**src/rtl/fifo_axis_reader_if.sv**
```systemverilog
// AXI4-Stream beat channel (valid/ready, data, last) between the FIFO reader
// and its downstream consumer.
interface fifo_axis_reader_if #(
  parameter int DATA_WIDTH = 8
);
  logic                  tvalid;
  logic                  tready;
  logic [DATA_WIDTH-1:0] tdata;
  logic                  tlast;

  modport master (output tvalid, output tdata, output tlast, input tready);
  modport slave  (input tvalid, input tdata, input tlast, output tready);
endinterface

```
**src/rtl/fifo_axis_reader.sv**
```systemverilog
// Read-side drain of the async FIFO: issues reads against the registered read
// port, buffers returned words in a 2-entry skid, and streams them out as AXIS.
module fifo_axis_reader #(
  parameter int DATA_WIDTH = 8,
  parameter int CNT_WIDTH  = 16
) (
  input  logic                  m_clk,
  input  logic                  m_rst_n,
  input  logic                  fifo_empty,
  input  logic [DATA_WIDTH-1:0] fifo_tdata,
  input  logic                  fifo_tlast,
  output logic                  fifo_rd_en,
  fifo_axis_reader_if.master    m_axis,
  output logic [CNT_WIDTH-1:0]  pkt_count,
  output logic [CNT_WIDTH-1:0]  beat_count,
  output logic [CNT_WIDTH-1:0]  last_pkt_len
);

  localparam logic [CNT_WIDTH-1:0] CNT_MAX = '1;
  localparam logic [CNT_WIDTH-1:0] CNT_ONE = {{(CNT_WIDTH-1){1'b0}}, 1'b1};

  logic [DATA_WIDTH-1:0] head_data, tail_data;
  logic                  head_last, tail_last;
  logic [1:0]            occ;
  logic                  pending;
  logic                  pop;
  logic [2:0]            level;
  logic [CNT_WIDTH-1:0]  beat_inc;

  assign m_axis.tvalid = (occ != 2'd0);
  assign m_axis.tdata  = head_data;
  assign m_axis.tlast  = head_last;

  assign pop = m_axis.tvalid && m_axis.tready;

  // Entries committed next cycle: buffered + in flight - leaving now. Never negative,
  // since pop implies occ >= 1.
  assign level      = {1'b0, occ} + {2'b00, pending} - {2'b00, pop};
  assign fifo_rd_en = m_rst_n && !fifo_empty && (level < 3'd2);

  assign beat_inc = (beat_count == CNT_MAX) ? CNT_MAX : beat_count + CNT_ONE;

  always_ff @(posedge m_clk or negedge m_rst_n) begin
    if (!m_rst_n) begin
      head_data    <= '0;
      head_last    <= 1'b0;
      tail_data    <= '0;
      tail_last    <= 1'b0;
      occ          <= 2'd0;
      pending      <= 1'b0;
      pkt_count    <= '0;
      beat_count   <= '0;
      last_pkt_len <= '0;
    end else begin
      pending <= fifo_rd_en;

      unique case ({pending, pop})
        2'b10: begin
          if (occ == 2'd0) begin
            head_data <= fifo_tdata;
            head_last <= fifo_tlast;
          end else begin
            tail_data <= fifo_tdata;
            tail_last <= fifo_tlast;
          end
          occ <= occ + 2'd1;
        end
        2'b01: begin
          head_data <= tail_data;
          head_last <= tail_last;
          occ       <= occ - 2'd1;
        end
        2'b11: begin
          // Shift and refill in one step so ordering survives a same-cycle pop.
          if (occ == 2'd1) begin
            head_data <= fifo_tdata;
            head_last <= fifo_tlast;
          end else begin
            head_data <= tail_data;
            head_last <= tail_last;
            tail_data <= fifo_tdata;
            tail_last <= fifo_tlast;
          end
        end
        default: ;
      endcase

      if (pop) begin
        if (head_last) begin
          last_pkt_len <= beat_inc;
          beat_count   <= '0;
          pkt_count    <= pkt_count + CNT_ONE;
        end else begin
          beat_count <= beat_inc;
        end
      end
    end
  end

endmodule

```
**src/flat_wrapper.sv**
```systemverilog
// flat-port wrapper written by rule: the top's interface ports become plain ports
module fifo_axis_reader_flat 
#(
  parameter int DATA_WIDTH = 8,
  parameter int CNT_WIDTH  = 16
)
  (m_clk, m_rst_n, fifo_empty, fifo_tdata, fifo_tlast, fifo_rd_en, pkt_count, beat_count, last_pkt_len, m_axis_tvalid, m_axis_tdata, m_axis_tlast, m_axis_tready);
  fifo_axis_reader_if #(.DATA_WIDTH(DATA_WIDTH)) m_axis_i ();
  input  logic m_clk;
  input  logic m_rst_n;
  input  logic fifo_empty;
  input  logic [DATA_WIDTH-1:0] fifo_tdata;
  input  logic fifo_tlast;
  output logic fifo_rd_en;
  output logic [CNT_WIDTH-1:0] pkt_count;
  output logic [CNT_WIDTH-1:0] beat_count;
  output logic [CNT_WIDTH-1:0] last_pkt_len;
  output wire logic [$bits(m_axis_i.tvalid)-1:0] m_axis_tvalid;
  output wire logic [$bits(m_axis_i.tdata)-1:0] m_axis_tdata;
  output wire logic [$bits(m_axis_i.tlast)-1:0] m_axis_tlast;
  input wire logic [$bits(m_axis_i.tready)-1:0] m_axis_tready;
  assign m_axis_tvalid = m_axis_i.tvalid;
  assign m_axis_tdata = m_axis_i.tdata;
  assign m_axis_tlast = m_axis_i.tlast;
  assign m_axis_i.tready = m_axis_tready;
  fifo_axis_reader #(.DATA_WIDTH(DATA_WIDTH), .CNT_WIDTH(CNT_WIDTH)) u_core (.m_clk(m_clk), .m_rst_n(m_rst_n), .fifo_empty(fifo_empty), .fifo_tdata(fifo_tdata), .fifo_tlast(fifo_tlast), .fifo_rd_en(fifo_rd_en), .m_axis(m_axis_i), .pkt_count(pkt_count), .beat_count(beat_count), .last_pkt_len(last_pkt_len));
endmodule
```
**config.mk**
```make
export PLATFORM = sky130hd
export DESIGN_NAME = fifo_axis_reader_flat
export DESIGN_NICKNAME = d
export VERILOG_FILES = /design/src/rtl/fifo_axis_reader_if.sv /design/src/rtl/fifo_axis_reader.sv /design/src/flat_wrapper.sv
export SDC_FILE = /design/constraint.sdc
export NUM_CORES = 1
export LEC_CHECK = 0
export BUFFER_PORTS_ARGS = -buffer_cell sky130_fd_sc_hd__buf_2
export CORE_ASPECT_RATIO = 1.1
export CORE_MARGIN = 8
export CORE_UTILIZATION = 40
export CTS_CLUSTER_DIAMETER = 120
export DETAILED_ROUTE_END_ITERATION = 12
export GPL_ROUTABILITY_DRIVEN = 1
export PLACE_DENSITY_LB_ADDON = 0.1
export SLEW_MARGIN = 10
export SYNTH_ARGS = -nofsm -noshare
export SYNTH_HDL_FRONTEND = slang
export SYNTH_SLANG_ARGS = --single-unit
```
**constraint.sdc**
```tcl
create_clock -name m_clk -period 2.8 [get_ports m_clk]
set_input_delay 0.56 -clock m_clk [delete_from_list [all_inputs] [get_ports m_clk]]
set_output_delay 0.56 -clock m_clk [all_outputs]
set_load 0.01 [all_outputs]
```
# ---- Yosys cells after proc, flatten, opt, wreduce, memory -nomap -nowiden
# Index checks and enable logic that the tools add are counted.
dict set report word_totals {
  latch_bits 0
  reg_bits 69
  elab_cells 51
  out_inout_bits 59
  mem_count 0
  rom_bits 0
  in_bits 13
  ramBits 0
}
dict set report classes {
  shift 0
  n_lt_le_gt_ge 1
  reduce_logical 12
  add_sub_neg 6
  bitwise_logic 0
  div 0
  muxes 15
  multipliers 0
  n_eq_ne 8
}
# cell count
set op_table {}
lappend op_table {{$add A16 B1 Y16 const B} 2}
lappend op_table {{$mux W16} 2}
lappend op_table {{$mux W8} 4}
lappend op_table {{$pmux W8 S3} 1}
lappend op_table {{$eq A16 B16 Y1 const B} 1}
lappend op_table {{$pmux W8 S2} 1}
lappend op_table {{$reduce_bool A2 Y1} 3}
lappend op_table {{$eq A2 B1 Y1 const B} 2}
lappend op_table {{$eq A2 B2 Y1 const B} 2}
lappend op_table {{$mux W1} 4}
lappend op_table {{$ne A2 B2 Y1 const B} 2}
lappend op_table {{$pmux W2 S2} 1}
lappend op_table {{$reduce_and A2 Y1} 2}
lappend op_table {{$add A2 B1 Y3} 1}
lappend op_table {{$logic_and A1 B1 Y1} 3}
lappend op_table {{$lt A3 B2 Y1 const B} 1}
lappend op_table {{$pmux W1 S3} 1}
lappend op_table {{$reduce_and A3 Y1} 1}
lappend op_table {{$reduce_bool A3 Y1} 1}
lappend op_table {{$sub A3 B1 Y3} 1}
lappend op_table {{$add A2 B1 Y2 const B} 1}
lappend op_table {{$logic_not A2 Y1} 1}
lappend op_table {{$ne A2 B1 Y1 const B} 1}
lappend op_table {{$pmux W1 S2} 1}
lappend op_table {{other kinds (2)} 2}

# ---- Depth between registers and ports, before layout
dict set report logic_depth {
  word_depth 5
  ltp_mapped 12
  mapped_depth_nobuf 9
}

# ---- Worst setup path after synthesis
# Ideal clock, no wire load.
dict set report synth_path {
  path_type {flip-flop to output port}
  start {register u_core.occ[1]}
  end {output port fifo_rd_en}
  arrival_ps 2287
  path_stages_with_launch 12
  slack_ps -47
  t_required_ps 2240
  path_cell_list {dfrtp_1 inv_1 ha_1 nand2b_1 buf_2 inv_1 clkbuf_1 nor2_1 o21ai_0 fa_1 xor2_1 nor3_1}
}
dict set report synth_between {
  elab_chain_len 5
  elab_cells_between_ends 6
  cone_classes {add/sub (2); order compare (1); reduce/logical (3)}
}
# item line
set synth_rtl {}
lappend synth_rtl {{start, declared} fifo_axis_reader.sv:24} ;# logic [1:0] occ;
lappend synth_rtl {{start signal, assigned} fifo_axis_reader.sv:66} ;# occ <= occ + 2'd1;
lappend synth_rtl {{start signal, assigned} fifo_axis_reader.sv:71} ;# occ <= occ - 2'd1;
lappend synth_rtl {{parallel branches: the longest is 2 deep, another holds $add A2 B1 Y3} n/a}
lappend synth_rtl {{$sub A3 B1 Y3 (*)} fifo_axis_reader.sv:38} ;# assign level = {1'b0, occ} + {2'b00, pending} - {2'b00, pop};
lappend synth_rtl {{$lt A3 B2 Y1 (*)} fifo_axis_reader.sv:39} ;# assign fifo_rd_en = m_rst_n && !fifo_empty && (level < 3'd2);
lappend synth_rtl {{$logic_and A1 B1 Y1 (*)} fifo_axis_reader.sv:39}
lappend synth_rtl {{end, declared} flat_wrapper.sv:14} ;# output logic fifo_rd_en;
# Every way passes the cells marked *.

# ---- Worst setup path in the final report
dict set report layout_path {
  start {register u_core.occ[0]}
  end {output port fifo_rd_en}
}
# The elaborated chain is that of the path after synthesis.

==> impl_metrics.tcl <==
set metrics [dict create \
    outcome "finished, final reports clean" \
    fin_crit_sh_pct 98.71 \
    antenna_cells 0 \
    setup_viol 0 \
    drt-initial-drc-count 136 \
    hold-worst-slack_ns 0.3120 \
    power.density_mw_per_mm2 909.7 \
    clock-sinks 69 \
    synth_top_flop_cell "dfrtp_1" \
    clock.fmax_ghz 0.3618 \
    antenna_found_initial 0 \
    endpoint_kind "output port" \
    grt_pass1_vias 2790 \
    overflow 0 \
    slew_headroom_pct 45.98 \
    vdd_ir_drop_max_uv 533.1 \
    wl_per_cell_um 16.74 \
    holdCritPathClass "in2async" \
    grt_pass1_wl_mm 14.43 \
    gp_congestion 0.7945 \
    arrival_ns 2.20 \
    io_buffers 71 \
    num_rows 35 \
    hold_viol 0 \
    syn_area_per_cell_um2 10.81 \
    cts_tree "yes" \
    ys_seq_area_share_pct 50.38 \
    cp_cell_sequence "inv_2 > ha_4 > nand2b_4 > inv_2 > nor2_2 > o21ai_2 > fa_2 > nand2_2 > nor3_2 > buf_2" \
    synth.distinct_cells 50 \
    die_x_um 104.3 \
    syn-cell-area_mm2 0.003427 \
    muxShareOfSynthArea_pct 2.957 \
    clock_latency_ns 0.35 \
    vias_per_cell 5.402 \
    grt_use_total_pct 14.95 \
    synthArstFlopShare_pct 100.0 \
    initial_core_util_pct 40.97 \
    clock_path_buffers 2 \
    drt_wl_total_mm 8.587 \
    synth-edff-count 0 \
    yosys.area_share.adder_pct 2.775 \
    dp.cells 493 \
    setup_ws_ns 0.03619 \
    cts_inserted_buffers 9 \
    ant_nets 0 \
    yosysWarnings 0 \
    route.detailed.drc 0 \
    root_buffer "clkbuf_8" \
    cp-start-kind "register" \
    power.total_mw 3.804 \
    p_leak_nw 1.930 \
    drive_above_1_share_pct 34.58 \
    slowest_delay_ns 0.55 \
    synth_seq_cells 69 \
    finClkSkew_ns 0.01014 \
    cp.required_ns 2.24 \
    grt_max_degree 37 \
    maxSlewViolCount 0 \
    die_h_um 113.1 \
    rsz0062_at_grt "yes" \
    drv_cap 0 \
    syn_inst 317 \
    clk_pin_slew_ns 0.08 \
    crit_top_cell "inv_2" \
    cp_max_fo 3 \
    tightest_slew_ns 0.8087 \
    synth_top_family_by_area "simple AND/OR/NAND/NOR gates" \
    fillCellCount 796 \
    post-route-min-period_ns 2.764 \
    coreArea_mm2 0.008364 \
    synth_xor_area_share_pct 7.156 \
    htree_levels 3 \
    dp.final_hpwl_mm 5.845 \
    syn2layout_area_growth_pct 22.02 \
    dp_slack_ns 0.2021 \
    path_class "reg2out" \
    vias 2771 \
    ios 72 \
    crit_slowest_cell "fa_2" \
    first_pass_iters 4 \
    synth-compound-area-share_pct 14.86 \
    finalNonFillerCells 513 \
    fin_setup_tns_ns 0 \
    syn_nets 337 \
    die_area_mm2 0.01179 \
    nNetsFinal 418 \
    synthSimpleGateAreaFrac_pct 17.82 \
]
==> layout by cell type, fill, tap and decap left out, drive strengths merged, types with 3 or more instances in the layout <==
cell type / count
buf: 90
dfrtp: 69
nand2: 22
nor2: 22
a21oi: 22
xnor2: 20
nor3: 11
a31oi: 10
mux2: 9
nor4b: 9
a221o: 9
clkbuf: 9
nand4: 9
inv: 9
xor2: 8
nor4: 7
nand3: 7
and4: 6
o21ai: 6
ha: 6
and3: 4
a31o: 4
o31ai: 3
a41oi: 3
==> worst max-delay path, delay by kind of cell, from the launching register on <==
family / cells / cell delay (ns)
AND/OR/NAND/NOR: 4 / 0.41
buffers and inverters: 3 / 0.29
flip-flops: 1 / 0.40
AO/OA/AOI/OAI: 1 / 0.08
adder cells (fa/ha/maj): 2 / 0.68
==> cells in the mapped netlist (2+ instances only) <==
library cell / number / area, um2
dfrtp_1: 69 / 1727
nand2_1: 22 / 82.58
nor2_1: 22 / 82.58
xnor2_1: 20 / 175.2
a21oi_1: 17 / 85.08
buf_2: 11 / 55.05
a31oi_1: 10 / 62.56
nor3_1: 10 / 50.05
a221o_1: 9 / 90.09
mux2_2: 9 / 101.4
nor4b_1: 9 / 78.83
inv_1: 8 / 30.03
xor2_1: 8 / 70.07
nand4_1: 7 / 43.79
nor4_1: 7 / 43.79
and4_1: 6 / 52.55
clkbuf_1: 6 / 22.52
ha_1: 6 / 75.07
nand3_1: 6 / 30.03
o21ai_0: 6 / 30.03
a21oi_2: 5 / 43.79
and3_1: 4 / 25.02
a41oi_1: 3 / 26.28
o31ai_1: 3 / 22.52
a31o_1: 2 / 17.52
a31o_2: 2 / 17.52
and2_1: 2 / 12.51
nand4_4: 2 / 42.54
o211ai_1: 2 / 15.01
o21a_1: 2 / 15.01
o22a_1: 2 / 17.52
or2_2: 2 / 12.51
==> sequential cells by signal (all words and copies together) (netlist names) <==
register / count
u_core.occ: 2
u_core.m_axis.tlast: 1
u_core.tail_data: 8
u_core.beat_count: 16
u_core.pending: 1
u_core.tail_last: 1
u_core.pkt_count: 16
u_core.last_pkt_len: 16
u_core.m_axis.tdata: 8
==> report_power, final <==
part           total, mW  switching (mW)  internal [mW]
clock network      0.804           0.398          0.406
registers           1.52           0.219           1.30
logic               1.48           0.791          0.691
total               3.80            1.41           2.40
==> metal layers <==
layer	share of wire (%)	vias up	wire (um)	track usage (%)
met5	0	-	0	0
met1	48	1368	4115	19.68
met4	1.4	0	124	6.087
li1	-	1331	-	-
met3	4.2	10	362	3.638
met2	46	62	3984	23.07
==> path summary, 6_finish.rpt <==
| check | cells past startpoint | startpoint | endpoint | slack, ns |
|---|---|---|---|---|
| max | 10 | u_core.occ[0] | fifo_rd_en | 0.04 |
| max reg2reg | 9 | u_core.occ[0] | u_core.m_axis.tdata[1] | 0.42 |
| min reg2reg | 1 | u_core.pkt_count[15] | u_core.pkt_count[15] | 0.47 |
| min in group m_clk | 2 | fifo_empty | u_core.pending | 0.37 |
| min | 2 | m_rst_n | u_core.beat_count[8] | 0.31 |
| max in group asynchronous | 3 | m_rst_n | u_core.beat_count[10] | 1.63 |
==> area by class of cell <==
class | count | area (um2) | area share (%)
Multi-Input combinational cell | 220 | 1600 | 38.27
Sequential cell | 69 | 1727 | 41.29
Tap cell | 111 | 138.9 | 3.321
Clock inverter | 6 | 63.81 | 1.526
Clock buffer | 9 | 123.9 | 2.962
Timing Repair Buffer | 90 | 498.0 | 11.91
Inverter | 8 | 30.03 | 0.7181
==> through the flow <==
stage               area (um2)  util [%]
finish                    4182     49.99
global route              4182     49.99
CTS                       4143     49.53
detailed placement        3923     46.90
global placement          3923     46.90
floorplan                 3432         -
==> cell families (layout without fill, tap and decap cells) <==
kind of cell	after synthesis	in the layout
flops	69	69
simple gates	106	106
buf+inv	28	113
mux	9	9
compound gates	70	70
xor+xnor	28	28
fa+ha+maj	7	7
==> what timing repair did <==
item | in CTS | in global routing
hold buffers | 0 | 0
setup buffers | 3 | 2
gates resized for setup | 2 | 10
setup endpoints to repair | 1 | 1
endpoints found under the hold margin | 0 | 0
pin swaps | 1 | 6
Note: power is estimated with default switching activity, not from simulation.
